===== config.mk =====
export PLATFORM = sky130hd
export DESIGN_NAME = tdc_capture_decoder
export DESIGN_NICKNAME = d
export VERILOG_FILES = /design/src/rtl/tdc_capture_decoder.sv
export SDC_FILE = /design/constraint.sdc
export NUM_CORES = 1
export LEC_CHECK = 0
export ABC_AREA = 1
export CELL_PAD_IN_SITES_DETAIL_PLACEMENT = 0
export CELL_PAD_IN_SITES_GLOBAL_PLACEMENT = 1
export CORE_ASPECT_RATIO = 0.6
export CORE_UTILIZATION = 45
export CTS_CLUSTER_SIZE = 28
export DETAILED_ROUTE_END_ITERATION = 8
export GPL_TIMING_DRIVEN = 1
export PLACE_DENSITY = 0.84
export SLEW_MARGIN = 20
export SYNTH_ARGS = -nofsm -noshare
export SYNTH_HDL_FRONTEND = slang
export SYNTH_SLANG_ARGS = --single-unit

===== constraint.sdc =====
create_clock -name clk -period 20.6 [get_ports clk]
set_input_delay 2.06 -clock clk [delete_from_list [all_inputs] [get_ports clk]]
set_output_delay 2.06 -clock clk [all_outputs]
set_load 0.005 [all_outputs]

===== src/rtl/tdc_capture_decoder.sv =====
// TDC launch/capture/decode controller: fires the delay line, double-flops the taps,
// and reports a thermometer-to-binary count with range and bubble flags over valid/ready.
module tdc_capture_decoder #(
    parameter int unsigned N      = 64,
    parameter bit          INVERT = 1'b1,
    parameter int unsigned SETTLE = 4,
    parameter int unsigned CNT_W  = $clog2(N + 1)
) (
    input  logic             clk,
    input  logic             rst,
    input  logic             arm,
    output logic             launch,
    input  logic [N-1:0]     dl_taps,
    output logic             busy,
    output logic             result_valid,
    input  logic             result_ready,
    output logic [CNT_W-1:0] count,
    output logic             overflow,
    output logic             underflow,
    output logic             bubble
);

    localparam int unsigned DIS_W = 8;

    typedef enum logic [2:0] {
        IDLE      = 3'd0,
        LAUNCH    = 3'd1,
        SYNC      = 3'd2,
        DECODE    = 3'd3,
        VALID     = 3'd4,
        DISCHARGE = 3'd5
    } state_t;

    state_t             state;
    logic [N-1:0]       stage1;
    logic [N-1:0]       stage2;
    logic [DIS_W-1:0]   dis_cnt;

    logic [N-1:0]       t_c;
    logic [CNT_W-1:0]   pop_c;
    logic               thermo_c;

    // Decode the synchronized code: popcount plus a check that set bits form a contiguous run from bit 0
    always_comb begin
        t_c      = INVERT ? ~stage2 : stage2;
        pop_c    = '0;
        thermo_c = 1'b1;
        for (int i = 0; i < int'(N); i++) begin
            pop_c = pop_c + CNT_W'(t_c[i]);
        end
        for (int i = 0; i < int'(N); i++) begin
            if (t_c[i] != (i < int'(pop_c))) begin
                thermo_c = 1'b0;
            end
        end
    end

    // Measurement sequencer with registered outputs
    always_ff @(posedge clk or posedge rst) begin
        if (rst) begin
            state        <= IDLE;
            launch       <= 1'b0;
            busy         <= 1'b0;
            result_valid <= 1'b0;
            count        <= '0;
            overflow     <= 1'b0;
            underflow    <= 1'b0;
            bubble       <= 1'b0;
            stage1       <= '0;
            stage2       <= '0;
            dis_cnt      <= '0;
        end else begin
            case (state)
                IDLE: begin
                    if (arm) begin
                        state  <= LAUNCH;
                        launch <= 1'b1;
                        busy   <= 1'b1;
                    end
                end
                LAUNCH: begin
                    stage1 <= dl_taps;
                    launch <= 1'b0;
                    state  <= SYNC;
                end
                SYNC: begin
                    stage2 <= stage1;
                    state  <= DECODE;
                end
                DECODE: begin
                    count        <= pop_c;
                    overflow     <= (pop_c == CNT_W'(N));
                    underflow    <= (pop_c == '0);
                    bubble       <= ~thermo_c;
                    result_valid <= 1'b1;
                    state        <= VALID;
                end
                VALID: begin
                    if (result_ready) begin
                        result_valid <= 1'b0;
                        dis_cnt      <= DIS_W'(SETTLE);
                        state        <= DISCHARGE;
                    end
                end
                DISCHARGE: begin
                    // Line must stay undriven for SETTLE full cycles before the next launch
                    if (dis_cnt <= DIS_W'(1)) begin
                        dis_cnt <= '0;
                        busy    <= 1'b0;
                        state   <= IDLE;
                    end else begin
                        dis_cnt <= dis_cnt - DIS_W'(1);
                    end
                end
                default: begin
                    state <= IDLE;
                end
            endcase
        end
    end

endmodule


# Word level (Yosys, flattened, before mapping)
# Index checks and enable logic that the tools add are counted.
# Widths: inputs -> output; s select.
[word_totals]
regBits = 152
input_bits = 68
out_inout_bits = 13
[op_classes]
bitwise = 2
muxes = 77
n_reduce_logical = 11
n_lt_le_gt_ge = 65
addsub = 64
eq_ne = 73
[ops]
columns = ["cell", "n"]
rows = [
  ["$add 7x1->7", 57],
  ["$lt 6x7->1 const A", 32],
  ["$lt 5x7->1 const A", 16],
  ["$mux 1", 67],
  ["$ne 1x1->1", 64],
  ["$not 64->64", 1],
  ["$lt 4x7->1 const A", 8],
  ["$lt 3x7->1 const A", 4],
  ["$pmux 3 s6", 1],
  ["$mux 8", 2],
  ["$pmux 8 s2", 1],
  ["$lt 1x7->1 const A", 2],
  ["$lt 2x7->1 const A", 2],
  ["$mux 3", 3],
  ["$le 8x1->1 const B", 1],
  ["$reduce_bool 2->1", 4],
  ["$sub 8x1->8 const B", 1],
  ["$add 6x1->7", 1],
  ["$eq 7x7->1 const B", 1],
  ["$logic_not 7->1", 1],
  ["$add 5x1->6", 1],
  ["$eq 3x2->1 const B", 2],
  ["$eq 3x3->1 const B", 2],
  ["$ne 2x2->1 const B", 3],
  ["other kinds (10)", 15],
]

# Depth between registers and ports, before layout
# Gate-level depths: netlist of the first run.
[logic_depth]
ltp_word = 131
depth_mapped = 37

# Least setup slack after synthesis of the first run
# Ideal clock, no wire load.
[synth_timing]
kind = "reg2reg"
from = "register stage2[47]"
to = "register bubble"
setup_ps = 117
path_stages_with_launch = 33
path_slack_ps = 13986
t_arrival_ps = 6497
path_buffers = 2
path_cell_list = "dfrtp_1 -> fa_1 -> fa_1 -> inv_1 -> fa_1 -> fa_1 -> inv_1 -> fa_1 -> inv_1 -> fa_1 -> fa_1 -> fa_1 -> ha_1 -> inv_1 -> fa_1 -> inv_1 -> nand3_1 -> nand2_1 -> nand2_1 -> nand2_2 -> buf_6 -> nand2_1 -> nand2_2 -> inv_2 -> buf_6 -> nand2_1 -> nand2_1 -> a21oi_1 -> nand2_1 -> nor2_1 -> nand2_1 -> nor2_1 -> nor2_1"
[synth_via]
elab_chain_len = 85
word_cells_on_any_way = 211
cone_classes = "17 x add/sub; 64 x order compare; 64 x eq/ne; 64 x mux; 2 x bitwise"
[synth_lines]
columns = ["item", "line_no", "source"]
rows = [
  ["from (decl)", "36", "logic [N-1:0] stage2;"],
  ["from (signal assigned)", "87", "stage2 <= stage1;"],
  ["$not 64->64 (*)", "45", "t_c = INVERT ? ~stage2 : stage2;"],
  ["$add 7x1->7 (17 in series)", "49", "pop_c = pop_c + CNT_W'(t_c[i]);"],
  ["$lt 1x7->1", "52", "if (t_c[i] != (i < int'(pop_c))) begin"],
  ["$ne 1x1->1", "52", ""],
  ["$mux 1 (63 in series)", "52", ""],
  ["$mux 1 (*)", "52", ""],
  ["$not 1->1 (*)", "94", "bubble <= ~thermo_c;"],
  ["to (signal assigned)", "94", ""],
  ["to (decl)", "20", "output logic bubble"],
]
# Every way passes the cells marked *; elsewhere a longest branch is shown, timed or not.
# A chain may end at the register's enable or synchronous reset.

# Worst setup path in the final report of the first run
[layout_timing]
from = "register stage2[59]"
to = "register bubble"
[layout_via]
elab_chain_len = 73
word_cells_on_any_way = 199
cone_classes = "5 x add/sub; 64 x order compare; 64 x eq/ne; 64 x mux; 2 x bitwise"
[layout_lines]
columns = ["item", "line_no"]
rows = [
  ["$not 64->64 (*)", "45"],
  ["$add 7x1->7 (5 in series)", "49"],
  ["$lt 1x7->1", "52"],
  ["$ne 1x1->1", "52"],
  ["$mux 1 (63 in series)", "52"],
  ["$mux 1 (*)", "52"],
  ["$not 1->1 (*)", "94"],
]
# Marked as above.

==> summary.md, run 1 <==
| Metric | Value |
|---|---|
| Filler instances | `1975` |
| Final worst slack | `12000 ps` |
| Syn-to-layout area delta | `16.6%` |
| Vias in the first global route | `7578` |
| Syn_nets | `between 1000 and 1500` |
| Slowest stage delay, CP | `720 ps` |
| Synth cell types | `35` |
| Fin. Hold Viols | `0` |
| Share of layout cells above drive strength 1 | `0.0504` |
| Global route overflow | `0` |
| Post-Synthesis Cells | `1217` |
| FF+latch area | `approximately 3800 um2` |
| Gpl congestion | `1.08` |
| Sequential area share after synthesis | `0.406` |
| Total Routed Length | `approximately 28 mm` |
| Dpl cells | `about 1500` |
| Critical path class | `reg -> reg` |
| Final #Nets | `1415` |
| Final worst-path cycle share | `0.417` |
| Die X | `188 um` |
| Final TNS setup | `0 ps` |
| Number of routed nets with antenna violations | `0` |
| Post-CTS Setup Inserts | `0` |
| Row cnt | `40` |
| EDFF count, synth | `0` |
| Initial core utilization | `0.464` |
| Final non-filler cell total | `around 1600` |
| Setup-failing EPs final | `0` |
| Mapped cell area | `9380 um2` |
| Most Frequent Cell on Critical Path | `fa_1` |
| R2R Setup Slk | `12000 ps` |
| Core area | `20200 um2` |
| Top cell family by delay on the critical path | `adder cells` |
| Slowest CP cell | `fa_1` |
| CTS tree | `yes` |
| Die area | `21400 um2` |
| Worst Hold Class | `reg -> reg` |
| Antenna fix cells | `0` |
| Fmax | `116 MHz` |
| Die Ht | `114 um` |
| Startpoint types | `register` |
| Area of the multi-input gates | `4760 um2` |
| Ys async rst share | `1.00` |
| Wire per inst | `between 15 and 20 um` |
| H-tree Lvls | `4` |
| Hold Buf Count CTS | `0` |
| WP data required | `~21000 ps` |
| # Max-Cap Violations | `0` |
| Initial drt markers | `744` |
| Longest Clk Path Bufs | `2` |
| RSZ-0062 raised after global routing | `false` |
| Critical path buffer and inverter count | `6` |
| # DRC | `0` |
| Slew Viols, Final | `0` |
| Resized cells post-CTS | `0` |
| Main synth FF type | `dfrtp_1` |
| Clock Latency Late Sink | `440 ps` |
| Yosys reg bits | `152` |
| Crit path max fanout | `12` |
| Root Buffer | `clkbuf_16` |
| Via/cell ratio | `5.18` |
| Antenna violations before repair | `0` |
| Crit end category | `register` |
| IO Pins | `a little over 80` |
| Global-route wire length before repair | `around 44 mm` |
| Skew final | `between 10 and 15 ps` |
| CP Data Arrival Time | `8930 ps` |
| Total number of vias | `8087` |
| Mapped Avg Cell Area | `7.71 um2` |
| Outcome | `finished, final reports clean` |
| First-pass DRT Iterations | `7` |
| Min Tclk post-route | `approximately 8600 ps` |
| Worst slew margin | `0.363` |
| Place WS | `12310 ps` |
| Total CTS buffers | `17` |
| Clock Sinks | `152` |
| Hold_ws | `between 400 and 500 ps` |
| Total track usage | `0.278` |
| Largest net degree at the start of global routing | `95` |
| PortBufs | `80` |
| Slew @ Worst Pin | `between 900 and 1000 ps` |
| Clk slew on worst S/H paths | `70 ps` |
| DP HPWL | `about 22 mm` |
| Synth Warn # | `0` |
cell usage after synthesis, types with 4 or more instances:
cell | instances | area [um2]
buf_4 | 4 | 30.0
nand2_1 | 467 | 1750
nor3_1 | 11 | 55.1
nand3_1 | 95 | 475
nor2_1 | 69 | 259
inv_1 | 152 | 571
dfrtp_1 | 152 | 3800
a21oi_1 | 10 | 50.1
buf_2 | 7 | 35.0
clkbuf_1 | 26 | 97.6
xor2_1 | 10 | 87.6
ha_1 | 17 | 213
o21ai_0 | 86 | 430
buf_6 | 6 | 67.6
nand2_2 | 8 | 50.1
inv_2 | 5 | 18.8
nand4_1 | 9 | 56.3
fa_1 | 54 | 1080
worst min-delay path, delay by kind of cell, from the launching register on:
kind / cells / cell delay, ps
DFF: 1 / 340
and+or+nand+nor: 2 / 100
layout by cell type (no fill, tap or decap), types with 3 or more instances in the layout:
master,instances
a21oi_1,10
buf_4,5
clkbuf_16,17
clkdlybuf4s50_1,80
clkinvlp_4,5
dfrtp_1,152
fa_1,54
ha_1,17
inv_1,151
inv_2,4
inv_6,4
nand2_1,467
nand2_2,8
nand3_1,95
nand3_2,3
nand3b_1,3
nand4_1,9
nor2_1,69
nor2_2,3
nor2_4,3
nor3_1,9
nor3_2,3
o21ai_0,86
xor2_1,10
cell type report:
| class | instances | area share |
|---|---|---|
| Multi-Input combinational cell | 863 | 0.435 |
| Sequential cell | 152 | 0.348 |
| Timing Repair Buffer | 85 | 0.0767 |
| Inverter | 157 | 0.0545 |
| Clock buffer | 20 | 0.0418 |
| Tap cell | 273 | 0.0312 |
| Clock inverter | 12 | 0.0128 |
logic make-up (layout without fill, tap and decap cells):
family                   after synthesis  count (layout)  share of synthesized area
AND/OR/NAND/NOR                      677             677                      0.301
buffers and inverters                202             274                     0.0882
flip-flops                           152             152                      0.406
AO/OA/AOI/OAI                        105             105                     0.0580
adder cells (fa/ha/maj)               71              71                      0.138
XOR/XNOR                              10              10                    0.00934
metal layers:
layer  track usage  wire [um]  up-vias
met5             0          0        -
met2         0.358      10600      334
met3         0.112       3510       22
met1         0.425      13600     3857
met4        0.0651        325        0
li1              -          -     3874
metrics by stage:
stage | util | cell area [um2]
after floorplan | - | 9380
after global placement | 0.511 | 10300
after detailed placement | 0.511 | 10300
after CTS | 0.541 | 10900
after global routing | 0.541 | 10900
final | 0.541 | 10900
worst paths after layout:
path	start	endpoint	cells after the start
max	stage2[59]	bubble	30
min	stage1[32]	stage1[32]	2
max reg2reg	stage2[59]	bubble	30
min reg2reg	stage1[32]	stage1[32]	2
max in group asynchronous	rst	stage2[43]	3
min in group asynchronous	rst	stage1[55]	2
sequential cells by signal (all words and copies together), names as in the netlist:
register	flops
stage1	64
stage2	64
dis_cnt	8
count	7
state	3
bubble	1
busy	1
launch	1
overflow	1
result_valid	1
underflow	1
Power of run 1 is left out: the tool's default activity adds up to more than one toggle a clock period on the data nets, which glitch-free logic cannot reach.
==> run 2: changes to the inputs <==
--- a/config.mk
+++ b/config.mk
@@ -9,11 +9,11 @@
 export CELL_PAD_IN_SITES_DETAIL_PLACEMENT = 0
 export CELL_PAD_IN_SITES_GLOBAL_PLACEMENT = 1
 export CORE_ASPECT_RATIO = 0.6
-export CORE_UTILIZATION = 45
+export CORE_UTILIZATION = 44
 export CTS_CLUSTER_SIZE = 28
 export DETAILED_ROUTE_END_ITERATION = 8
 export GPL_TIMING_DRIVEN = 1
-export PLACE_DENSITY = 0.84
+export PLACE_DENSITY = 0.82
 export SLEW_MARGIN = 20
 export SYNTH_ARGS = -nofsm -noshare
 export SYNTH_HDL_FRONTEND = slang
==> constraint.sdc (replaced) <==
create_clock -name clk -period 8.8 [get_ports clk]
set_input_delay 0.88 -clock clk [delete_from_list [all_inputs] [get_ports clk]]
set_output_delay 0.88 -clock clk [all_outputs]
set_load 0.005 [all_outputs]
==> summary.md, run 2 (same netlist as run 1, synthesis figures left out) <==
| Metric | Value |
|---|---|
| Most frequent cells in the layout | `nand2_1, dfrtp_1, inv_1` |
| Clk slew on worst S/H paths | `70 ps (about the same)` |
| Global-route wire length before repair | `45.4 mm (+3.3%)` |
| # Max-Cap Violations | `0 (unchanged)` |
| Root Buffer | `clkbuf_16` |
| Longest Clk Path Bufs | `2 (unchanged)` |
| Initial core utilization | `0.459 (-0.00455)` |
| Worst slew margin | `0.390 (+0.0272)` |
| Total CTS buffers | `17 (unchanged)` |
| Row cnt | `40 (unchanged)` |
| Final worst-path cycle share | `0.943 (+0.526)` |
| Min Tclk post-route | `8300 ps (-295 ps)` |
| Slowest CP cell | `fa_1` |
| Core area | `20400 um2 (+0.99%)` |
| Die Ht | `115 um (+1.1%)` |
| Slowest stage delay, CP | `530 ps (-190 ps)` |
| Post-DP Area | `10400 um2 (+0.29%)` |
| Largest net degree at the start of global routing | `85 (-11%)` |
| Global route overflow | `0 (unchanged)` |
| Setup crit end | `bubble` |
| Slew Viols, Final | `0 (unchanged)` |
| Via/cell ratio | `5.15 (-0.45%)` |
| Fmax | `120 MHz (+3.6%)` |
| Skew final | `11.1 ps (+0.177 ps)` |
| Setup-failing EPs final | `0 (unchanged)` |
| Fin. Hold Viols | `0 (unchanged)` |
| WP data required | `9130 ps (-11800 ps)` |
| Final non-filler cell total | `1567 (+0.32%)` |
| Util after Layout | `0.536 (-0.00457)` |
| DP HPWL | `22.7 mm (+4.4%)` |
| Final instance area | `10900 um2 (+0.14%)` |
| Final TNS setup | `0 ps (unchanged)` |
| Antenna violations before repair | `1 (+1)` |
| Clock Latency Late Sink | `440 ps (about the same)` |
| Slew @ Worst Pin | `915 ps (-40.7 ps)` |
| Share of layout cells above drive strength 1 | `0.0534 (+0.00294)` |
| Initial drt markers | `757 (+1.7%)` |
| # DRC | `0 (unchanged)` |
| Die X | `190 um (+1.1%)` |
| IO Pins | `81 (unchanged)` |
| First-pass DRT Iterations | `6 (-1)` |
| Vias in the first global route | `7719 (+1.9%)` |
| Most common cell after layout, fill and taps aside | `nand2_1` |
| Crit path max fanout | `12 (unchanged)` |
| Crit end category | `register` |
| RSZ-0062 raised after global routing | `false` |
| Final #Nets | `1419 (+0.28%)` |
| Dpl cells | `1534 (+0.26%)` |
| PortBufs | `80 (unchanged)` |
| Critical path class | `reg -> reg` |
| R2R Setup Slk | `500 ps (-11510 ps)` |
| Wire per inst | `18.5 um (+3.6%)` |
| Outcome | `finished, final reports clean` |
| Total track usage | `0.285 (+0.00724)` |
| Reg2Reg Depth | `30 (unchanged)` |
| CP startpoint | `stage2[49]` |
| Gpl congestion | `1.07 (-0.72%)` |
| Most Frequent Cell on Critical Path | `fa_1` |
| Startpoint types | `register` |
| Syn-to-layout area delta | `16.7%` |
| Total Routed Length | `29.1 mm (+3.9%)` |
| Total number of vias | `8076 (-0.14%)` |
| FF-to-FF End | `bubble` |
| Top flop regs | `stage1 (64), stage2 (64), dis_cnt (8)` |
| Number of routed nets with antenna violations | `0 (unchanged)` |
| CP Data Arrival Time | `8630 ps (-300 ps)` |
| CTS tree | `yes` |
| Clock Sinks | `152 (unchanged)` |
| Die area | `21900 um2 (+2.2%)` |
| R2r startpoint | `stage2[49]` |
| Worst Hold Class | `reg -> reg` |
| H-tree Lvls | `4 (unchanged)` |
==> run 2: changes by cell type in the layout (fill, tap and decap cells not counted), sizes merged <==
cell,change
buf,+4
clkbuf,-1
clkinv,+4
clkinvlp,-4
diode,+1
inv,+1
==> run 2: metrics by stage <==
stage                     setup WS (ps)  hold slack (ps)
after global routing                148              496
after CTS                           542              475
final                               498              473
after floorplan                    2190              442
after global placement              431              455
after detailed placement            559              458
==> run 2: worst min-delay path by stage <==
| stage | startpoint | endpoint | slack, ps | cells past startpoint |
|---|---|---|---|---|
| global placement | stage1[61] | stage1[61] | 460 | 2 |
| detailed placement | stage1[46] | stage1[46] | 460 | 2 |
| global route | stage1[34] | stage1[34] | 500 | 2 |
| finish | stage1[39] | stage1[39] | 470 | 2 |
| floorplan | stage1[0] | stage1[0] | 440 | 2 |
| CTS | stage1[46] | stage1[46] | 470 | 2 |
==> run 2: area by class of cell <==
cell class              count  area, um2
repair buffers             89        868
inverters                 157        596
diodes                      1       2.50
clock inverters            13        144
fillers                  2027       9470
clock buffers              19        433
multi-input cells         863       4760
well taps                 273        342
flip-flops and latches    152       3800
==> run 2: critical path: cells and delay by family (launching register included) <==
family / cells / cell delay [ps]
adder cells (fa/ha/maj): 10 / 4610
buffers and inverters: 6 / 880
flip-flops: 1 / 450
AND/OR/NAND/NOR: 14 / 2230
==> run 2: layer usage <==
| metal | vias to the layer above | wire [um] | GRT usage |
|---|---|---|---|
| met4 | 0 | 501 | 0.0709 |
| met3 | 45 | 3800 | 0.131 |
| met2 | 358 | 10600 | 0.363 |
| li1 | 3890 | - | - |
| met5 | - | 0 | 0 |
| met1 | 3783 | 14100 | 0.428 |
==> run 2: timing repair <==
action                     4_1_cts  5_1_grt
setup endpoints to repair        0        1
gates resized for setup          0        1
hold buffers                     0        0
setup buffers                    0        0
Power of run 2 is left out for the same reason.
==> run 3: changes to the inputs <==
--- a/config.mk
+++ b/config.mk
@@ -10,10 +10,11 @@
 export CELL_PAD_IN_SITES_GLOBAL_PLACEMENT = 1
 export CORE_ASPECT_RATIO = 0.6
 export CORE_UTILIZATION = 44
+export CTS_CLUSTER_DIAMETER = 30
 export CTS_CLUSTER_SIZE = 28
 export DETAILED_ROUTE_END_ITERATION = 8
 export GPL_TIMING_DRIVEN = 1
-export PLACE_DENSITY = 0.82
+export PLACE_DENSITY_LB_ADDON = 0.1
 export SLEW_MARGIN = 20
 export SYNTH_ARGS = -nofsm -noshare
 export SYNTH_HDL_FRONTEND = slang
==> summary.md, run 3 (same netlist as run 1, synthesis figures left out) <==
| Metric | Value |
|---|---|
| Outcome | `finished, final reports clean` |
| Slew @ Worst Pin | `924 ps (+9.21 ps)` |
| Global-route wire length before repair | `45.3 mm (-0.18%)` |
| Antenna violations before repair | `0 (-1)` |
| Crit path max fanout | `12 (unchanged)` |
| Final worst-path cycle share | `0.940 (-0.00320)` |
| Setup-failing EPs final | `0 (unchanged)` |
| Number of routed nets with antenna violations | `0 (unchanged)` |
| Clock Sinks | `152 (unchanged)` |
| # Max-Cap Violations | `0 (unchanged)` |
| Worst slew margin | `0.384 (-0.00614)` |
| Most Frequent Cell on Critical Path | `fa_1` |
| Final TNS setup | `0 ps (unchanged)` |
| Core area | `20400 um2 (unchanged)` |
| Total number of vias | `8096 (+0.25%)` |
| Antenna fix cells | `0 (-1)` |
| Startpoint types | `register` |
| Top flop regs | `stage1 (64), stage2 (64), dis_cnt (8)` |
| Global route overflow | `0 (unchanged)` |
| Fmax | `121 MHz (+0.34%)` |
| Most common cell after layout, fill and taps aside | `nand2_1` |
| Clk slew on worst S/H paths | `70 ps (about the same)` |
| Largest net degree at the start of global routing | `85 (unchanged)` |
| Skew final | `8.67 ps (-2.40 ps)` |
| Slowest CP cell | `nor2_1` |
| Die Ht | `115 um (unchanged)` |
| DP HPWL | `22.9 mm (+0.73%)` |
| Final non-filler cell total | `1568 (+0.064%)` |
| Row cnt | `40 (unchanged)` |
| # DRC | `0 (unchanged)` |
| Fin. Hold Viols | `0 (unchanged)` |
| Total track usage | `0.286 (+0.000328)` |
| Most frequent cells in the layout | `nand2_1, dfrtp_1, inv_1` |
| WP data required | `9130 ps (about the same)` |
| Final #Nets | `1421 (+0.14%)` |
| Worst Hold Class | `reg -> reg` |
| Initial drt markers | `617 (-18%)` |
| Hold_ws | `471 ps (-1.66 ps)` |
| RSZ-0062 raised after global routing | `false` |
| Min Tclk post-route | `8270 ps (-28.1 ps)` |
| Via/cell ratio | `5.16 (+0.18%)` |
| H-tree Lvls | `4 (unchanged)` |
| CP Data Arrival Time | `8610 ps (-20 ps)` |
| Total CTS buffers | `17 (unchanged)` |
| Total Routed Length | `29.2 mm (+0.60%)` |
| Resized cells post-CTS | `0 (unchanged)` |
| Dpl cells | `1536 (+0.13%)` |
| Slowest stage delay, CP | `560 ps (+30 ps)` |
| Root Buffer | `clkbuf_16` |
| Gpl congestion | `1.06 (-0.89%)` |
| CTS tree | `yes` |
| Die X | `190 um (unchanged)` |
| Syn-to-layout area delta | `16.7% (about the same)` |
| Post-CTS Setup Inserts | `0 (unchanged)` |
| Share of layout cells above drive strength 1 | `0.0541 (+0.000690)` |
| Vias in the first global route | `7691 (-0.36%)` |
| First-pass DRT Iterations | `5 (-1)` |
| Hold Buf Count CTS | `0 (unchanged)` |
| Initial core utilization | `0.459 (unchanged)` |
| Critical path class | `reg -> reg` |
| Die area | `21900 um2 (unchanged)` |
| Slew Viols, Final | `0 (unchanged)` |
| Longest Clk Path Bufs | `2 (unchanged)` |
| Crit end category | `register` |
| Clock Latency Late Sink | `440 ps (about the same)` |
| PortBufs | `80 (unchanged)` |
| Wire per inst | `18.6 um (+0.53%)` |
| IO Pins | `81 (unchanged)` |
[run 3: final timing paths]
| path | slack (ps) | cells after the start | startpoint | endpoint |
|---|---|---|---|---|
| setup / recovery | 530 | 31 | stage2[49] | bubble |
| hold / removal | 470 | 2 | stage1[57] | stage1[57] |
| setup reg to reg | 530 | 31 | stage2[49] | bubble |
| hold reg to reg | 470 | 2 | stage1[57] | stage1[57] |
| max in group asynchronous | 6400 | 3 | rst | stage1[48] |
| min in group asynchronous | 960 | 2 | rst | stage1[49] |
[run 3: per-stage QoR]
| stage | worst slack [ps] | utilization | instance area [um2] |
|---|---|---|---|
| after floorplan | 2190 | - | 9380 |
| after global placement | 651 | 0.508 | 10400 |
| final | 526 | 0.536 | 10900 |
| after CTS | 721 | 0.536 | 10900 |
| after global routing | 331 | 0.536 | 10900 |
| after detailed placement | 737 | 0.508 | 10400 |
[run 3: layout make-up]
type | instances | area [um2]
sequential | 152 | 3800
inverter | 157 | 596
tap | 273 | 342
timing repair buffer | 91 | 883
fill | 1995 | 9470
clock buffer | 20 | 447
multi-input combinational | 863 | 4760
clock inverter | 12 | 119
[run 3: layer usage]
metal  track usage  wire (um)
met3         0.117       3270
met4        0.0715        335
met1         0.436      14600
met2         0.365      11000
met5             0          0
[run 3: critical path: cells and delay by family (launching register included)]
| family | cells | cell delay, ps |
|---|---|---|
| and+or+nand+nor | 14 | 2080 |
| DFF | 1 | 470 |
| buffers and inverters | 7 | 970 |
| adders and majority gates | 10 | 4670 |
Power of run 3 is left out for the same reason.
